===== config.mk =====
export PLATFORM = sky130hd
export DESIGN_NAME = avmm_master_ctrl
export DESIGN_NICKNAME = d
export VERILOG_FILES = /design/src/rtl/avmm_lvds_bridge_pkg.sv /design/src/rtl/avmm_master_ctrl.sv
export SDC_FILE = /design/constraint.sdc
export NUM_CORES = 1
export LEC_CHECK = 0
export BUFFER_PORTS_ARGS = -buffer_cell sky130_fd_sc_hd__buf_2
export CAP_MARGIN = 15
export CORE_MARGIN = 2
export CORE_UTILIZATION = 45
export CTS_BUF_LIST = sky130_fd_sc_hd__clkbuf_2
export DETAILED_ROUTE_END_ITERATION = 6
export GPL_TIMING_DRIVEN = 0
export PLACE_DENSITY_LB_ADDON = 0.2
export SLEW_MARGIN = 20
export SYNTH_ARGS = -nofsm -noshare
export SYNTH_HDL_FRONTEND = slang
export SYNTH_SLANG_ARGS = --single-unit

===== constraint.sdc =====
create_clock -name clk_i -period 4.1 [get_ports clk_i]
set_input_delay 0.205 -clock clk_i [delete_from_list [all_inputs] [get_ports clk_i]]
set_output_delay 0.205 -clock clk_i [all_outputs]
set_load 0.005 [all_outputs]

===== src/rtl/avmm_lvds_bridge_pkg.sv =====
// Shared header layout for the AVMM/LVDS bridge request and response streams.
package avmm_lvds_bridge_pkg;

    localparam int HDR_CNT_W  = 11;
    localparam int HDR_ADDR_W = 19;

    typedef enum logic {READ = 1'b0, WRITE = 1'b1} tr_e;
    typedef enum logic {NOBURST = 1'b0, BURST = 1'b1} burst_e;

    typedef struct packed {
        tr_e                   tr;
        burst_e                burst;
        logic [HDR_CNT_W-1:0]  burstcnt_byteena;
        logic [HDR_ADDR_W-1:0] address;
    } hdr_t;

endpackage


===== src/rtl/avmm_master_ctrl.sv =====
// Avalon-MM master: pops a header (plus write data) from the request FIFO, runs
// one read or write transaction and streams the header and read data back.
//
// state      | meaning
// IDLE       | waiting for a header in the request FIFO
// HDR_POP    | read strobe for the header word
// HDR_LATCH  | header on req_q_i, captured and decoded
// WDATA_WAIT | waiting until the whole write payload sits in the FIFO
// WPOP       | read strobe for one write data word
// WBEAT      | latch data word, hold avm_write_o until accepted
// RCMD       | wait for response room, later hold avm_read_o until accepted
// RDATA      | forward read data beats to the response stream
// RESP_HDR   | header word on the response stream
module avmm_master_ctrl
    import avmm_lvds_bridge_pkg::*;
#(
    parameter int  MAX_BURST = 1024,
    localparam int BW        = $clog2(MAX_BURST) + 1
) (
    input  logic          clk_i,
    input  logic          rst_n_i,
    output logic          req_rdreq_o,
    input  logic [31:0]   req_q_i,
    input  logic          req_rdempty_i,
    input  logic [BW-1:0] req_rdusedw_i,
    output logic [31:0]   avm_address_o,
    output logic          avm_read_o,
    output logic          avm_write_o,
    output logic [31:0]   avm_writedata_o,
    output logic [3:0]    avm_byteenable_o,
    output logic [BW-1:0] avm_burstcount_o,
    input  logic          avm_waitrequest_i,
    input  logic          avm_readdatavalid_i,
    input  logic [31:0]   avm_readdata_i,
    output logic [31:0]   resp_data_o,
    output logic          resp_valid_o,
    input  logic          resp_afull_i
);

    typedef enum logic [3:0] {
        IDLE, HDR_POP, HDR_LATCH, WDATA_WAIT, WPOP, WBEAT, RCMD, RDATA, RESP_HDR
    } state_e;

    state_e        state;
    hdr_t          hdr;
    hdr_t          q_hdr;
    logic [BW-1:0] beat_cnt;
    logic [BW-1:0] q_cnt;
    logic          hdr_sent;

    assign q_hdr = hdr_t'(req_q_i);

    // Beat count of the incoming header, clamped to MAX_BURST
    always_comb begin
        q_cnt = BW'(1);
        if (q_hdr.burst == BURST) begin
            if (q_hdr.burstcnt_byteena > HDR_CNT_W'(MAX_BURST))
                q_cnt = BW'(MAX_BURST);
            else
                q_cnt = BW'(q_hdr.burstcnt_byteena);
        end
    end

    always_ff @(posedge clk_i or negedge rst_n_i) begin
        if (!rst_n_i) begin
            state            <= IDLE;
            hdr              <= '0;
            beat_cnt         <= '0;
            hdr_sent         <= 1'b0;
            req_rdreq_o      <= 1'b0;
            avm_address_o    <= '0;
            avm_read_o       <= 1'b0;
            avm_write_o      <= 1'b0;
            avm_writedata_o  <= '0;
            avm_byteenable_o <= '0;
            avm_burstcount_o <= '0;
            resp_data_o      <= '0;
            resp_valid_o     <= 1'b0;
        end else begin
            req_rdreq_o  <= 1'b0;
            resp_valid_o <= 1'b0;
            case (state)
                IDLE: begin
                    if (!req_rdempty_i) begin
                        req_rdreq_o <= 1'b1;
                        state       <= HDR_POP;
                    end
                end
                HDR_POP: state <= HDR_LATCH;
                HDR_LATCH: begin
                    hdr              <= q_hdr;
                    beat_cnt         <= q_cnt;
                    hdr_sent         <= 1'b0;
                    avm_address_o    <= 32'({q_hdr.address, 2'b00});
                    avm_burstcount_o <= q_cnt;
                    avm_byteenable_o <= (q_hdr.tr == WRITE && q_hdr.burst == NOBURST) ?
                                        q_hdr.burstcnt_byteena[3:0] : 4'hF;
                    if (q_cnt == '0) begin
                        resp_data_o  <= req_q_i;
                        resp_valid_o <= 1'b1;
                        state        <= RESP_HDR;
                    end else if (q_hdr.tr == WRITE) begin
                        state <= WDATA_WAIT;
                    end else begin
                        state <= RCMD;
                    end
                end
                WDATA_WAIT: begin
                    if (req_rdusedw_i >= beat_cnt) begin
                        req_rdreq_o <= 1'b1;
                        state       <= WPOP;
                    end
                end
                WPOP: state <= WBEAT;
                WBEAT: begin
                    // First cycle captures the popped word; then hold until accepted
                    if (!avm_write_o) begin
                        avm_writedata_o <= req_q_i;
                        avm_write_o     <= 1'b1;
                    end else if (!avm_waitrequest_i) begin
                        avm_write_o <= 1'b0;
                        beat_cnt    <= beat_cnt - BW'(1);
                        if (beat_cnt == BW'(1)) begin
                            resp_data_o  <= hdr;
                            resp_valid_o <= 1'b1;
                            state        <= RESP_HDR;
                        end else begin
                            req_rdreq_o <= 1'b1;
                            state       <= WPOP;
                        end
                    end
                end
                RCMD: begin
                    if (!hdr_sent) begin
                        if (!resp_afull_i) begin
                            resp_data_o  <= hdr;
                            resp_valid_o <= 1'b1;
                            hdr_sent     <= 1'b1;
                            state        <= RESP_HDR;
                        end
                    end else if (!avm_waitrequest_i) begin
                        avm_read_o <= 1'b0;
                        state      <= RDATA;
                    end
                end
                RDATA: begin
                    if (avm_readdatavalid_i) begin
                        resp_data_o  <= avm_readdata_i;
                        resp_valid_o <= 1'b1;
                        beat_cnt     <= beat_cnt - BW'(1);
                        if (beat_cnt == BW'(1))
                            state <= IDLE;
                    end
                end
                RESP_HDR: begin
                    // Reads with a non-empty burst issue the command after the header
                    if (hdr.tr == READ && beat_cnt != '0) begin
                        avm_read_o <= 1'b1;
                        state      <= RCMD;
                    end else begin
                        state <= IDLE;
                    end
                end
                default: state <= IDLE;
            endcase
        end
    end

endmodule


After elaboration in Yosys (flattened, before gate mapping)

Cells that the tools add are included.
W data, S select, Z words.

Register bits: 131
Word-level logic and storage cells: 110
Input port bits: 81

Equal/unequal tests: 24
Bitwise logic cells: 3
Reductions and logical operators: 14
Add/sub/neg operators: 1
Mux-type cells: 51
$lt $le $gt $ge: 2

Operators with widths:

| operator                | count |
|---|---|
| $mux W32                | 7 |
| $pmux W32 S4            | 1 |
| $mux W11                | 5 |
| $mux W4                 | 12 |
| $pmux W4 S9             | 1 |
| $pmux W11 S3            | 1 |
| $ne A2 B2 Y1 const B    | 13 |
| $mux W1                 | 18 |
| $eq A4 B3 Y1 const B    | 4 |
| $reduce_and A8 Y1       | 2 |
| $eq A11 B1 Y1 const B   | 1 |
| $ge A11 B11 Y1          | 1 |
| $gt A11 B11 Y1 const B  | 1 |
| $logic_not A11 Y1       | 1 |
| $reduce_bool A11 Y1     | 1 |
| $sub A11 B1 Y11 const B | 1 |
| $eq A4 B2 Y1 const B    | 2 |
| $reduce_and A4 Y1       | 2 |
| $mux W3                 | 2 |
| $ne A3 B3 Y1 const B    | 2 |
| $eq A4 B1 Y1 const B    | 1 |
| $eq A4 B4 Y1 const B    | 1 |
| $logic_not A4 Y1        | 1 |
| $pmux W1 S2             | 2 |
| other kinds (8)         | 12 |

Depth between registers and ports, before layout

Depth in word-level cells: 6
Mapped depth: 9

Worst setup path after synthesis

Ideal clock, no wire load.

Path type: register -> register
From: register beat_cnt[0]
To: register state[1]
Data required time: 3975 ps
Cell stages (with the launch flop): 7
Path slack: 2034 ps
Path buffers: 0
Arrival: 1941 ps
Period minus slack after synthesis: 2066 ps
Setup time: 125 ps
Cell sequence: dfrtp_1 > ha_1 > nand2b_1 > a2111oi_0 > nor4_1 > o31ai_2 > mux2_2

Longest elaborated chain between the ends: 4
Elaborated cells on any way between the ends: 9

Ends and longest elaborated chain:

| item                                                   | line                    | source |
|---|---|---|
| start, declared                                        | avmm_master_ctrl.sv:47  | `logic [BW-1:0] beat_cnt;` |
| start signal, assigned                                 | avmm_master_ctrl.sv:92  | `beat_cnt <= q_cnt;` |
| start signal, assigned                                 | avmm_master_ctrl.sv:122 | `beat_cnt <= beat_cnt - BW'(1);` |
| start signal, assigned                                 | avmm_master_ctrl.sv:150 | `beat_cnt <= beat_cnt - BW'(1);` |
| branches (longest 4 deep; another with $ge A11 B11 Y1) | -                       |  |
| end signal, assigned                                   | avmm_master_ctrl.sv:86  | `state <= HDR_POP;` |
| end signal, assigned                                   | avmm_master_ctrl.sv:159 | `state <= RCMD;` |
| end signal, assigned                                   | avmm_master_ctrl.sv:161 | `state <= IDLE;` |
| end, declared                                          | avmm_master_ctrl.sv:44  | `state_e state;` |

Several ways; the timed one is not identified.
A chain may end at the register's enable or synchronous reset.

Worst setup path in the final report

From: register state[3]
To: register resp_data_o[19]

Longest elaborated chain between the ends: 3
Elaborated cells on any way between the ends: 14

Ends and longest elaborated chain:

| item                                                                | line                    | source |
|---|---|---|
| start signal, assigned                                              | avmm_master_ctrl.sv:66  | `state <= IDLE;` |
| start signal, assigned                                              | avmm_master_ctrl.sv:86  |  |
| start signal, assigned                                              | avmm_master_ctrl.sv:89  | `HDR_POP: state <= HDR_LATCH;` |
| $eq A4 B3 Y1 or $eq A4 B2 Y1 (tied branches)                        | avmm_master_ctrl.sv:82  | `case (state)` |
| $reduce_bool A4 Y1 (no source line) or $ne A2 B2 Y1 (tied branches) | -                       |  |
| $reduce_and A8 Y1 (no source line)                                  | -                       |  |
| end signal, assigned                                                | avmm_master_ctrl.sv:99  | `resp_data_o <= req_q_i;` |
| end signal, assigned                                                | avmm_master_ctrl.sv:124 | `resp_data_o <= hdr;` |
| end signal, assigned                                                | avmm_master_ctrl.sv:136 | `resp_data_o <= hdr;` |
| end, declared                                                       | avmm_master_ctrl.sv:35  | `output logic [31:0] resp_data_o,` |

Parallel ways exist; a longest one is shown, timed or not.

==> impl_metrics.py <==
metrics = {
    "setup_path": {
        "end_kind": "register",
        "path_class": "register to register",
        "crit_fanout": 10,
        "crit_arrival_ns": 3.28,
        "start_kind": "register",
        "critPathRequiredTime_ns": 4.80,
    },
    "grt": {
        "grt_pass1_vias": 5814,
        "grt_max_degree": 100,
        "grt_pass1_wl_um": 31700,
        "track_usage_pct": 25.8,
        "antenna_found_initial": 0,
        "grt_overflow": 0,
    },
    "routing": {
        "met1Wirelength_um": 8720,
        "dr_wl_met2_um": 9330,
        "first_iter_violations": 411,
        "wl_per_cell_um": 17.2,
        "drc": 0,
        "maxUsedRoutingLayer": "met4",
        "ant_nets": 0,
        "via_count": 6041,
        "firstDrtPassIters": 5,
        "wl_met3_um": 1280,
        "wirelength_um": 19700,
        "vias_per_cell": 5.29,
    },
    "timing": {
        "tns_ns": 0,
        "timing.fmax_ghz": 0.387,
        "holdWs_ns": 0.0382,
        "finalClockSkew_ns": 0.0268,
        "rsz0062_at_grt": "false",
        "report.final.slew_viol_count": 0,
        "setup_viol": 0,
        "layout_min_cycle_time_ns": 2.59,
        "tightest_slew_ns": 0.834,
        "slew_headroom_pct": 44.0,
        "hold_viol_final": 0,
        "post-route-period-util_pct": 63.1,
    },
    "synthesis": {
        "yosys.area_share.simple_pct": 19.0,
        "synthXorXnorAreaFrac_pct": 0,
        "synth-seq-cells": 131,
        "syn_area_mm2": 0.00650,
        "yosysMostFrequentCell": "nand2_1",
        "async_flop_share_pct": 100,
        "synth_top_family_by_area": "simple AND/OR/NAND/NOR gates",
        "synth_top_cell_area_share_pct": 50.4,
        "syn_area_per_cell_um2": 9.77,
        "ys.flop_type": "dfrtp_1",
        "synthAdderAreaFrac_pct": 2.50,
        "ys_warn_count": 0,
        "ys_seq_area_share_pct": 50.4,
        "synth_edf_count": 0,
        "yosys-top-cells-area": "dfrtp_1 50%, nand2_1 7.8%, mux2_2 6.1%",
        "synth_commonest_cells": "135 x nand2_1, 131 x dfrtp_1, 46 x nor2_1",
        "muxShareOfSynthArea_pct": 6.06,
        "syn_inst": 666,
        "synth_compound_area_share_pct": 14.2,
        "yosysTopAreaCell": "dfrtp_1",
        "ys_types": 61,
    },
    "clock_tree": {
        "clkSinkCount": 131,
        "tritoncts": "built",
        "cts_made_buffers": 17,
        "cts_setup_buffers": 0,
        "htreeDepth": 4,
        "clockBufferDepth": 2,
        "clkTransAtPathRegs_ns": 0.19,
        "cts-root-buf": "clkbuf_2",
        "worst_skew_pair.late_latency_ns": 0.76,
    },
    "floorplanning": {
        "io_pins": 196,
        "core-area_mm2": 0.0140,
        "floorplan.initialDensity_pct": 46.5,
        "rows": 43,
        "die_y_um": 124,
        "dieArea_mm2": 0.0154,
        "die_x_um": 124,
    },
    "placement": {
        "hpwlAfterDp_um": 13600,
        "gp_congestion": 0.868,
        "dp_cells": 1040,
        "port_buffers": 181,
    },
    "power": {
        "cellPowerDensity_mw_per_mm2": 696,
        "intPower_w": 0.00364,
        "p_sw_share_pct": 39.8,
        "p_switching_w": 0.00241,
        "combinationalPowerShare_pct": 48.4,
        "ir_drop_uv": 428,
        "clkPwrFrac_pct": 14.0,
        "total_leakage_power_nw": 4.38,
        "power_w": 0.00605,
        "p_seq_share_pct": 37.6,
    },
    "job": {
        "max-cap-violations": 0,
    },
    "final_layout": {
        "multi_input_area_mm2": 0.00277,
        "layout-drive-gt1-share_pct": 32.1,
        "regArea_mm2": 0.00328,
        "fillers": 1264,
        "area_delta_synth_final_pct": 33.6,
        "antenna_cells": 0,
        "final_cells": 1143,
        "num-nets-final": 1044,
    },
    "status": {
        "status": "finished, final reports clean",
    },
    "hold_path": {
        "holdCritPathClass": "input pin to register",
    },
}
## power by group through the flow
stage / Clock [W] / Combinational, W / Sequential, W
6_report: 0.000846 / 0.00293 / 0.00228
5_1_grt: 0.000924 / 0.00323 / 0.00237
4_1_cts: 0.000852 / 0.00291 / 0.00227
3_5_place_dp: 0 / 0.00284 / 0.00230
3_3_place_gp: 0 / 0.00280 / 0.00228
2_1_floorplan: 0 / 0.00177 / 0.00228
## metal layers
layer	track usage [%]	vias to the layer above
met1	34.9	2900
li1	-	2888
met4	8.39	0
met3	6.11	28
met2	41.0	225
met5	0	-
## worst max-delay path, cell delays in order (launching register included)
cell           delay (ns)
dfrtp_1              0.44
buf_4                0.18
nor3b_1              0.51
clkbuf_1             0.39
and3_1               0.22
a221oi_1             0.05
dlygate4sd3_1        0.59
a21oi_1              0.14
## stage by stage
stage	instance area [um^2]	util [%]	worst slack, ns
2_1_floorplan	6550	-	2.03
3_3_place_gp	7680	54.9	0.956
3_5_place_dp	7720	55.2	1.65
4_1_cts	8690	62.1	1.54
5_1_grt	8690	62.1	1.35
6_report	8690	62.1	1.51
## final cells by class
cell class | count | area share [%]
plain buffers | 76 | 5.17
clock buffers | 17 | 0.979
clock inverters | 15 | 1.91
inverters | 15 | 0.648
multi-input cells | 456 | 31.8
flip-flops and latches | 131 | 37.7
well taps | 180 | 2.59
repair buffers | 253 | 19.1
## logic make-up (layout without fill, tap and decap cells)
family | Yosys count | in the layout
adders and majority gates | 13 | 13
buffers and inverters | 91 | 376
AOI/OAI and AO/OA | 132 | 132
DFF | 131 | 131
muxes | 35 | 35
other | 1 | 13
and+or+nand+nor | 263 | 263
## flip-flops by register name, summed over array words and instances (netlist names), 4 cells and up
register and count:
avm_writedata_o 32, beat_cnt 11, resp_data_o 32, hdr 32, avm_burstcount_o 11, avm_byteenable_o 4, state 4
## worst paths after layout
path,slack (ns),from,depth (start not counted),to
setup / recovery,1.51,state[3]$_DFFE_PN0P_,7,resp_data_o[19]$_DFFE_PN0P_
hold / removal,0.04,avm_readdatavalid_i,3,state[3]$_DFFE_PN0P_
setup reg to reg,1.51,state[3]$_DFFE_PN0P_,7,resp_data_o[19]$_DFFE_PN0P_
hold reg to reg,0.49,hdr[22]$_DFFE_PN0P_,2,hdr[22]$_DFFE_PN0P_
max in group asynchronous,3.09,rst_n_i,4,avm_burstcount_o[0]$_DFFE_PN0P_
min in group asynchronous,0.48,rst_n_i,4,avm_burstcount_o[8]$_DFFE_PN0P_
## layout by cell type (no fill, tap or decap), types with 4 or more instances in the layout
cell type | Yosys | final
a21o_1 | 4 | 4
a21oi_1 | 44 | 44
a221oi_1 | 34 | 34
and3_1 | 36 | 36
buf_2 | 11 | 191
buf_4 | 36 | 36
clkbuf_1 | 26 | 26
clkbuf_2 | 0 | 17
clkinv_2 | 0 | 4
conb_1 | 1 | 13
dfrtp_1 | 131 | 131
dlygate4sd3_1 | 0 | 70
ha_1 | 13 | 13
inv_1 | 15 | 15
mux2_2 | 35 | 35
nand2_1 | 135 | 135
nand3_1 | 9 | 9
nand4_1 | 4 | 4
nor2_1 | 46 | 46
nor3_1 | 6 | 6
nor3b_1 | 4 | 4
nor4_1 | 4 | 4
o21ai_0 | 16 | 16
## timing repair
item | CTS | global route
endpoints found under the hold margin | 259 | 0
hold buffers | 71 | 0
resized for setup | 0 | 0
No activity file was read; power rests on OpenSTA's default activity.
